===== config.mk =====
export PLATFORM = sky130hd
export DESIGN_NAME = shift_deserializer_4bit
export DESIGN_NICKNAME = d
export VERILOG_FILES = /design/src/rtl/shift_pkg.sv /design/src/rtl/shift_deserializer_4bit.sv
export SDC_FILE = /design/constraint.sdc
export NUM_CORES = 1
export LEC_CHECK = 0
export ABC_AREA = 1
export CORE_AREA = 2 2 42 44
export CTS_BUF_LIST = sky130_fd_sc_hd__clkbuf_4 sky130_fd_sc_hd__clkbuf_8
export DETAILED_ROUTE_END_ITERATION = 8
export DIE_AREA = 0 0 44 46
export GPL_ROUTABILITY_DRIVEN = 0
export MAX_ROUTING_LAYER = met4
export PLACE_DENSITY = 0.73
export SYNTH_ARGS = -nofsm -noshare
export SYNTH_HDL_FRONTEND = slang
export SYNTH_SLANG_ARGS = --single-unit

===== constraint.sdc =====
create_clock -name clk -period 1.4 [get_ports clk]
set_clock_uncertainty 0.15 [all_clocks]
set_input_delay 0.28 -clock clk [delete_from_list [all_inputs] [get_ports clk]]
set_output_delay 0.28 -clock clk [all_outputs]
set_load 0.1 [all_outputs]

===== src/rtl/shift_pkg.sv =====
// Shared types and widths for the shift register / deserializer pair.
package shift_pkg;

    typedef enum logic {
        IDLE    = 1'b0,
        COLLECT = 1'b1
    } state_t;

    // Word width shared with the upstream parallel-load / shift-right register.
    localparam int SHIFT_W = 4;

endpackage


===== src/rtl/shift_deserializer_4bit.sv =====
// Rebuilds LSB-first serial words into DATA_W-bit words; one-entry output buffer.
// Latency: word visible on out_data/out_valid right after the edge sampling its last bit.
// Backpressure: a word completing while the buffer is full and not draining is dropped and flags overrun.
module shift_deserializer_4bit
    import shift_pkg::*;
#(
    parameter int DATA_W = SHIFT_W
) (
    input  logic              clk,
    input  logic              reset,
    input  logic              sin,
    input  logic              sin_valid,
    input  logic              sin_first,
    output logic [DATA_W-1:0] out_data,
    output logic              out_valid,
    input  logic              out_ready,
    output logic              frame_err,
    output logic              overrun,
    input  logic              clear_err
);

    localparam int CNT_W = $clog2(DATA_W + 1);

    state_t             state;
    logic [CNT_W-1:0]   count;
    logic [DATA_W-1:0]  assembly;

    logic               start_bit;
    logic               data_bit;
    logic               last_bit;
    logic               frame_event;
    logic               can_load;
    logic               overrun_event;
    logic [DATA_W-1:0]  word_next;
    logic [DATA_W-1:0]  word_start;

    assign start_bit     = sin_valid & sin_first;
    assign data_bit      = sin_valid & ~sin_first & (state == COLLECT);
    assign last_bit      = data_bit & (count == CNT_W'(DATA_W - 1));
    assign frame_event   = start_bit & (state == COLLECT);
    assign can_load      = ~out_valid | out_ready;
    assign overrun_event = last_bit & ~can_load;
    assign word_start    = {{(DATA_W-1){1'b0}}, sin};

    // Partial word with the incoming bit dropped into slot [count].
    always_comb begin
        word_next = assembly;
        for (int i = 0; i < DATA_W; i++) begin
            if (count == CNT_W'(i)) begin
                word_next[i] = sin;
            end
        end
    end

    always_ff @(posedge clk or posedge reset) begin
        if (reset) begin
            state     <= IDLE;
            count     <= '0;
            assembly  <= '0;
            out_data  <= '0;
            out_valid <= 1'b0;
            frame_err <= 1'b0;
            overrun   <= 1'b0;
        end else begin
            case (state)
                IDLE: begin
                    if (start_bit) begin
                        assembly <= word_start;
                        count    <= CNT_W'(1);
                        state    <= COLLECT;
                    end
                end
                COLLECT: begin
                    if (start_bit) begin
                        // Restart: the partial word is abandoned, this bit becomes bit 0.
                        assembly <= word_start;
                        count    <= CNT_W'(1);
                    end else if (last_bit) begin
                        assembly <= '0;
                        count    <= '0;
                        state    <= IDLE;
                    end else if (data_bit) begin
                        assembly <= word_next;
                        count    <= count + CNT_W'(1);
                    end
                end
                default: begin
                    state <= IDLE;
                    count <= '0;
                end
            endcase

            if (last_bit && can_load) begin
                out_data  <= word_next;
                out_valid <= 1'b1;
            end else if (out_valid && out_ready) begin
                out_valid <= 1'b0;
            end

            // A fresh error event outranks a clear in the same cycle.
            frame_err <= frame_event   | (frame_err & ~clear_err);
            overrun   <= overrun_event | (overrun   & ~clear_err);
        end
    end

endmodule

==> results.yml, run 1 <==
finish:
  final_util: 0.690
  final_cells: 134
  fin_nets: 129
  drive_gt1_frac: 0.316
  area_delta_synth_final_pct: 45.9
  antenna_cells: 0
  design_area_um2: 1110
grt:
  grt_pass1_wl_um: 2480
  track_usage: 0.180
  grt_overflow: 0
  grt_pass1_vias: 605
  grt_max_degree: 16
  grt_antenna_before_repair: 0
power_and_ir_drop:
  power_mw: 2.08
  leakage_nw: 0.586
  powerDensity_nw_per_um2: 1870
  ir_drop_mv: 0.882
clocking:
  path_clk_slew_ns: 0.09
  htree_levels: 1
  clk_latency_ns: 0.30
  cts_root_buf: "clkbuf_4"
  cts.path.max_buffers: 2
  ctsHoldBuffers: 0
  cts_tree: "done"
  cts_buffers: 3
  cts.sinks: 15
worst_setup_path:
  timing.rr.start: "count[0]"
  critical_path_peak_fanout: 2
  r2r_end: "out_data[2]"
  crit_arrival_ns: 0.97
  cp_cell_sequence: "buf_12"
  critPathLaunch: "out_valid"
  rr_worst_depth: 8
  crit_type: "flip-flop to primary output"
  crit_cells: 1
  cp_top_family: "flip-flops"
  cpPeakStageDelay_ns: 0.50
  crit_end: "out_valid"
  critical_path_required_ns: 0.97
  critPathCaptureType: "primary output"
  cp-start-kind: "flip-flop"
  path_buf_inv: 1
  crit_slowest_cell: "dfrtp_4"
  rrSetupSlack_ns: 0.05
route:
  drtIter0Drc: 6
  routed_wl_um: 1580
  via_count: 647
  viasPerCell: 4.83
  remaining_drc_errors: 0
  drt_first_pass_iters: 4
  ant_nets: 0
  post_drt_wl_per_cell_um: 11.8
placed_design:
  placed_area_um2: 1040
  dp.cells: 126
  place_hpwl_um: 1150
  pre_cts_slack_ns: -0.261
  portBuffers: 13
yosys:
  syn_avg_cell_area_um2: 8.58
  yosysSeqAreaShare: 0.492
  syn_nets: 100
  synth_area_um2: 763
  synth.yosys.warnings: 0
  synth-seq-cells: 15
  synthDistinctLibCells: 20
  synthCells: 89
timing:
  hold-worst-slack_ns: 0.127
  hold_viol: 0
  period_needed_ns: 1.40
  rsz0062_at_grt: "yes"
  max_slew_margin: 0.826
  max_freq_ghz: 0.715
  finalSetupViolCount: 0
  finalSetupTns_ns: 0
  max_slew.worst_pin.slew_ns: 0.261
  min_period_over_period: 0.998
  drv_slew: 0
  layout_setup_ws_ns: 0.00228
floorplanning:
  die_h_um: 46
  fp.dieW_um: 44
  start_util: 0.473
  core_area_um2: 1610
  dieArea_um2: 2020
  ioPinCount: 14
  num_rows: 15
flow_run:
  cap_violations: 0
run_status:
  status: "finished clean"
min_path:
  worstHoldPathType: "input pin to async pin"
-- logic make-up after synthesis --
kind of cell	count (synthesis)	share of synthesized area
adder cells (fa/ha/maj)	4	0.0656
AO/OA/AOI/OAI	12	0.0951
AND/OR/NAND/NOR	42	0.266
flip-flops	15	0.492
buffers and inverters	16	0.0820
-- flip-flops by register name, indices dropped and copies added, names as in the netlist --
signal and flops:
assembly 4, out_data 4, count 3, frame_err 1, out_valid 1, overrun 1, state 1
-- cells in the mapped netlist --
cell | number | area share
o21ai_0 | 5 | 0.033
nand2_2 | 2 | 0.016
nor2_4 | 1 | 0.015
nor2_1 | 3 | 0.015
inv_1 | 13 | 0.064
o22ai_1 | 2 | 0.016
nand2_1 | 28 | 0.14
o211ai_1 | 1 | 0.0098
a211oi_1 | 1 | 0.0098
ha_1 | 4 | 0.066
nand4_1 | 1 | 0.0082
inv_2 | 2 | 0.0098
dfrtp_1 | 15 | 0.49
inv_4 | 1 | 0.0082
a21boi_0 | 1 | 0.0098
nor2_8 | 1 | 0.026
a21oi_1 | 1 | 0.0066
o21a_1 | 1 | 0.0098
nand3_1 | 5 | 0.033
nand2_4 | 1 | 0.015
-- worst register-to-register path, stage by stage, from the launching register on --
cell and delay [ns]:
dfrtp_1 0.39, ha_2 0.21, nand2_2 0.06, inv_2 0.07, nand2_4 0.08, nor2_8 0.15, inv_4 0.05, nand2_1 0.05
nand2_1 0.05
-- cell type report --
cell class,count,area [um^2]
tap,17,21.3
clock inverter,1,5.00
timing repair buffer,24,285
fill,128,500
multi-input combinational,58,338
inverter,16,62.6
clock buffer,3,22.5
sequential,15,379
-- worst min-delay path by stage --
stage | endpoint | depth (start not counted) | slack, ns | startpoint
6_report | out_data[3] | 3 | 0.13 | reset
5_1_grt | out_data[3] | 3 | 0.19 | reset
4_1_cts | out_data[3] | 3 | 0.14 | reset
3_5_place_dp | assembly[2] | 2 | 0.36 | assembly[2]
3_3_place_gp | assembly[1] | 2 | 0.35 | assembly[1]
2_1_floorplan | assembly[0] | 1 | 0.03 | reset
-- report_power, final --
| group | switching, mW | internal, mW | total (mW) |
|---|---|---|---|
| registers | 0.107 | 0.548 | 0.654 |
| clock network | 0.151 | 0.107 | 0.257 |
| logic | 0.727 | 0.439 | 1.17 |
-- routing by layer --
layer	track usage	vias to the layer above	wire (um)
met1	0.214	292	650
met2	0.291	15	825
met3	0.0357	5	68
met5	-	-	0
li1	-	335	-
met4	0.0909	0	40
-- placed cells by master, fill, tap and decap left out, types with 2 or more instances in the layout --
cell	n
nand2_2	5
dfrtp_1	14
o21ai_0	3
nor2_1	2
o21ai_1	2
inv_1	12
buf_4	11
inv_2	3
nand2_1	25
buf_12	7
nand3_1	5
o22ai_1	2
clkdlybuf4s50_1	5
ha_1	3
clkbuf_4	3
-- what timing repair did --
| item | in CTS | in global routing |
|---|---|---|
| endpoints found under the hold margin | 0 | 0 |
| gates resized for setup | 0 | 9 |
| setup endpoints to repair | 0 | 9 |
| buffers inserted | 0 | 4 |
Power figures use the tool's default switching activity.
==> run 2: changes to the inputs <==
- CORE_AREA: 2 2 42 44 -> 5 5 45 47
- DIE_AREA: 0 0 44 46 -> 0 0 50 52
- PLACE_DENSITY: 0.73 -> unset
- PLACE_DENSITY_LB_ADDON: unset -> 0.25
==> run 2 against run 1 <==
Against the previous run:
- via count rose by 2.0%
- non-clock buffer count up 1
- cell count rose by 0.75%
- hold slack better by 0.0067 ns
- die area up 28%
- critical path type unchanged
- count of clock-buffer cells in the layout did not move
- largest cell class unchanged
==> results.yml, run 2 (same netlist as run 1, synthesis figures left out) <==
finish:
  fillCellCount: 123
  top_regs: "assembly x4, out_data x4, count x3"
  mostFrequentLayoutCells: "nand2_1 (25), dfrtp_1 (14), inv_1 (12), buf_4 (12), buf_12 (7)"
  regArea_um2: 379
  final_common_cell: "nand2_1"
  design_area_um2: 1120
  area_delta_synth_final_pct: 46.9
  fin_nets: 130
  final_util: 0.695
  antenna_cells: 0
  drive_gt1_frac: 0.322
  multi_input_area_um2: 338
  final_cells: 135
worst_setup_path:
  critPathCaptureType: "primary output"
  critical_path_peak_fanout: 2
  timing.rr.start: "count[0]"
  rr_worst_depth: 8
  critPathLaunch: "out_valid"
  cp-start-kind: "flip-flop"
  rrSetupSlack_ns: 0.06
  crit_type: "flip-flop to primary output"
  cpPeakStageDelay_ns: 0.50
  r2r_end: "out_data[2]"
  crit_cells: 1
  critical_path_required_ns: 0.97
  crit_arrival_ns: 0.95
  cp_cell_sequence: "buf_12"
  cp_top_family: "flip-flops"
  crit_end: "out_valid"
  path_buf_inv: 1
  crit_slowest_cell: "dfrtp_4"
grt:
  grt_max_degree: 16
  track_usage: 0.135
  grt_pass1_wl_um: 2660
  grt_pass1_vias: 632
  grt_antenna_before_repair: 0
  grt_overflow: 0
power_and_ir_drop:
  ir_drop_mv: 0.946
  power_mw: 2.04
  powerDensity_nw_per_um2: 1820
  leakage_nw: 0.590
route:
  ant_nets: 0
  drt_first_pass_iters: 4
  drtIter0Drc: 10
  viasPerCell: 4.89
  via_count: 660
  post_drt_wl_per_cell_um: 11.3
  remaining_drc_errors: 0
  routed_wl_um: 1520
timing:
  max_freq_ghz: 0.724
  finalSetupViolCount: 0
  finalSetupTns_ns: 0
  max_slew_margin: 0.825
  layout_setup_ws_ns: 0.0197
  period_needed_ns: 1.38
  min_period_over_period: 0.986
  rsz0062_at_grt: "yes"
  hold_viol: 0
  drv_slew: 0
  hold-worst-slack_ns: 0.134
  max_slew.worst_pin.slew_ns: 0.263
floorplanning:
  die_h_um: 52
  start_util: 0.473
  dieArea_um2: 2600
  num_rows: 15
  ioPinCount: 14
  core_area_um2: 1610
  fp.dieW_um: 50
min_path:
  worstHoldPathType: "input pin to async pin"
run_status:
  status: "finished clean"
clocking:
  cts_tree: "done"
  cts.sinks: 15
  htree_levels: 1
  clk_latency_ns: 0.28
  ctsHoldBuffers: 0
  cts.path.max_buffers: 2
  cts_root_buf: "clkbuf_4"
  path_clk_slew_ns: 0.09
  cts_buffers: 3
placed_design:
  pre_cts_slack_ns: -0.254
  dp.cells: 127
  placed_area_um2: 1050
  portBuffers: 13
  place_hpwl_um: 1220
flow_run:
  cap_violations: 0
[run 2: cell count changes in the layout (fill, tap and decap cells not counted), sizes merged]
cell	delta
buf	+1
[run 2: report_power, final]
group / switching [mW] / internal (mW) / leakage (nW)
Combinational: 0.716 / 0.424 / 0.380
Clock: 0.140 / 0.106 / 0.0177
Sequential: 0.106 / 0.548 / 0.192
[run 2: how the worst min path moves through the flow]
| stage | depth (start not counted) | startpoint | endpoint |
|---|---|---|---|
| after global routing | 3 | reset | out_valid |
| final | 3 | reset | out_valid |
| after floorplan | 1 | reset | assembly[0] |
| after detailed placement | 2 | assembly[2] | assembly[2] |
| after CTS | 3 | reset | out_valid |
| after global placement | 2 | assembly[1] | assembly[1] |
[run 2: routing by layer]
| layer | up-vias | GRT usage | wire length, um | part of all wire |
|---|---|---|---|---|
| li1 | 337 | - | - | - |
| met1 | 303 | 0.148 | 649 | 0.43 |
| met2 | 14 | 0.226 | 751 | 0.49 |
| met3 | 6 | 0.0344 | 77 | 0.051 |
| met4 | 0 | 0.0655 | 44 | 0.029 |
| met5 | - | - | 0 | 0 |
[run 2: worst register-to-register path, delay by kind of cell (launching register included)]
kind / cells / cell delay (ns)
and+or+nand+nor: 5 / 0.39
adders and majority gates: 1 / 0.20
DFF: 1 / 0.39
buffers and inverters: 2 / 0.11
[run 2: cell type report]
type	count	area share
clock inverter	1	0.00446
timing repair buffer	25	0.261
multi-input combinational	58	0.301
tap	17	0.0190
sequential	15	0.338
inverter	16	0.0558
clock buffer	3	0.0201
[run 2: what timing repair did]
item,CTS,global route
buffers inserted,0,4
endpoints found under the setup margin,0,13
endpoints found under the hold margin,0,0
resized for setup,0,7
==> run 3: changes to the inputs <==
- HOLD_SLACK_MARGIN: unset -> 0.15
==> run 3 against run 2 <==
Against the previous run:
- critical path type unchanged
- utilization increased by 0.62 points
- sequential share of layout area is 0.30 points lower
- register-to-register slack hardly changed
- highest routed layer unchanged
- first-iteration DRC count stayed put
- sequential cell count unchanged
==> results.yml, run 3 (same netlist as run 1, synthesis figures left out) <==
grt:
  track_usage: 0.136
  grt_max_degree: 16
  grt_pass1_wl_um: 2680
  grt_pass1_vias: 638
  grt_antenna_before_repair: 0
  grt_overflow: 0
finish:
  mostFrequentLayoutCells: "nand2_1 (25), dfrtp_1 (14), inv_1 (12), buf_4 (12), buf_12 (7)"
  final_common_cell: "nand2_1"
  fin_nets: 131
  antenna_cells: 0
  top_regs: "assembly x4, out_data x4, count x3"
  drive_gt1_frac: 0.319
  area_delta_synth_final_pct: 48.2
  final_cells: 136
  design_area_um2: 1130
  final_util: 0.701
timing:
  max_freq_ghz: 0.725
  max_slew_margin: 0.825
  rsz0062_at_grt: "yes"
  max_slew.worst_pin.slew_ns: 0.263
  drv_slew: 0
  finalSetupViolCount: 0
  min_period_over_period: 0.986
  period_needed_ns: 1.38
  hold_viol: 0
clocking:
  cts_buffers: 3
  path_clk_slew_ns: 0.09
  htree_levels: 1
  cts_root_buf: "clkbuf_4"
  cts.path.max_buffers: 2
  clk_latency_ns: 0.28
  cts.sinks: 15
  cts_tree: "done"
floorplanning:
  start_util: 0.473
  ioPinCount: 14
  num_rows: 15
  core_area_um2: 1610
  dieArea_um2: 2600
  fp.dieW_um: 50
  die_h_um: 52
worst_setup_path:
  path_buf_inv: 1
  cp_cell_sequence: "buf_12"
  crit_arrival_ns: 0.95
  rr_worst_depth: 8
  crit_type: "flip-flop to primary output"
  critical_path_required_ns: 0.97
  cp-start-kind: "flip-flop"
  crit_cells: 1
  rrSetupSlack_ns: 0.06
  cpPeakStageDelay_ns: 0.50
  critical_path_peak_fanout: 2
  r2r_end: "out_data[2]"
  timing.rr.start: "count[0]"
  cp_top_family: "flip-flops"
  crit_slowest_cell: "dfrtp_4"
  critPathCaptureType: "primary output"
power_and_ir_drop:
  leakage_nw: 0.594
  ir_drop_mv: 0.945
  powerDensity_nw_per_um2: 1800
placed_design:
  dp.cells: 127
  place_hpwl_um: 1220
  placed_area_um2: 1050
  portBuffers: 13
route:
  viasPerCell: 4.90
  post_drt_wl_per_cell_um: 11.3
  ant_nets: 0
  drtIter0Drc: 10
  via_count: 667
  remaining_drc_errors: 0
  drt_first_pass_iters: 4
  routed_wl_um: 1530
min_path:
  worstHoldPathType: "input pin to flip-flop"
  min_to: "count[2]"
  min_from: "sin_valid"
  whs_path_depth: 4
flow_run:
  cap_violations: 0
run_status:
  status: "finished clean"
-- run 3: cell types whose count changed in the layout (fill, tap and decap cells not counted), sizes merged --
cell         before  now
dlygate4sd3       0    1
-- run 3: layout make-up --
cell class	instances	area [um^2]
tap	17	21.3
clock inverter	1	5.00
multi-input combinational	58	338
fill	122	483
sequential	15	379
timing repair buffer	26	303
clock buffer	3	22.5
inverter	16	62.6
-- run 3: timing repair --
item                                   4_1_cts  5_1_grt
gates resized for setup                      0        7
setup buffers                                0        4
setup endpoints to repair                    0       13
hold buffers                                 1        0
endpoints found under the hold margin       15        0
-- run 3: metal layers --
layer / wire length [um] / GRT usage / up-vias
li1: - / - / 339
met1: 644 / 0.148 / 308
met2: 767 / 0.230 / 14
met3: 78 / 0.0344 / 6
met4: 44 / 0.0655 / 0
met5: 0 / - / -
-- run 3: worst min-delay path, stage by stage --
cell and delay (ns):
dlymetal6s2s_1 0.14, nand2_2 0.11, inv_1 0.11, a211oi_1 0.08
-- run 3: worst max path at each step --
stage,endpoint,slack (ns),start
floorplan,frame_err,0.03,frame_err
global placement,assembly[0],-0.22,sin_first
detailed placement,out_data[2],-0.25,sin_valid
CTS,out_valid,0.007,out_valid
global route,out_data[3],-0.03,count[0]
finish,out_valid,0.02,out_valid
-- run 3: where the power goes --
group	switching [mW]	leakage, nW	total [mW]	internal [mW]
logic	0.716	0.384	1.14	0.426
clock network	0.140	0.0177	0.246	0.106
registers	0.106	0.192	0.654	0.548
total	0.962	0.594	2.04	1.08
-- run 3: stage by stage --
stage	TNS, ns	worst slack [ns]	hold slack (ns)	power, mW
global route	-0.133	-0.0307	0.349	2.16
detailed placement	-2.59	-0.254	0.356	1.76
CTS	0	0.00663	0.381	2.02
floorplan	0	0.0334	0.0315	1.34
global placement	-2.28	-0.225	0.355	1.74
finish	0	0.0198	0.322	2.04
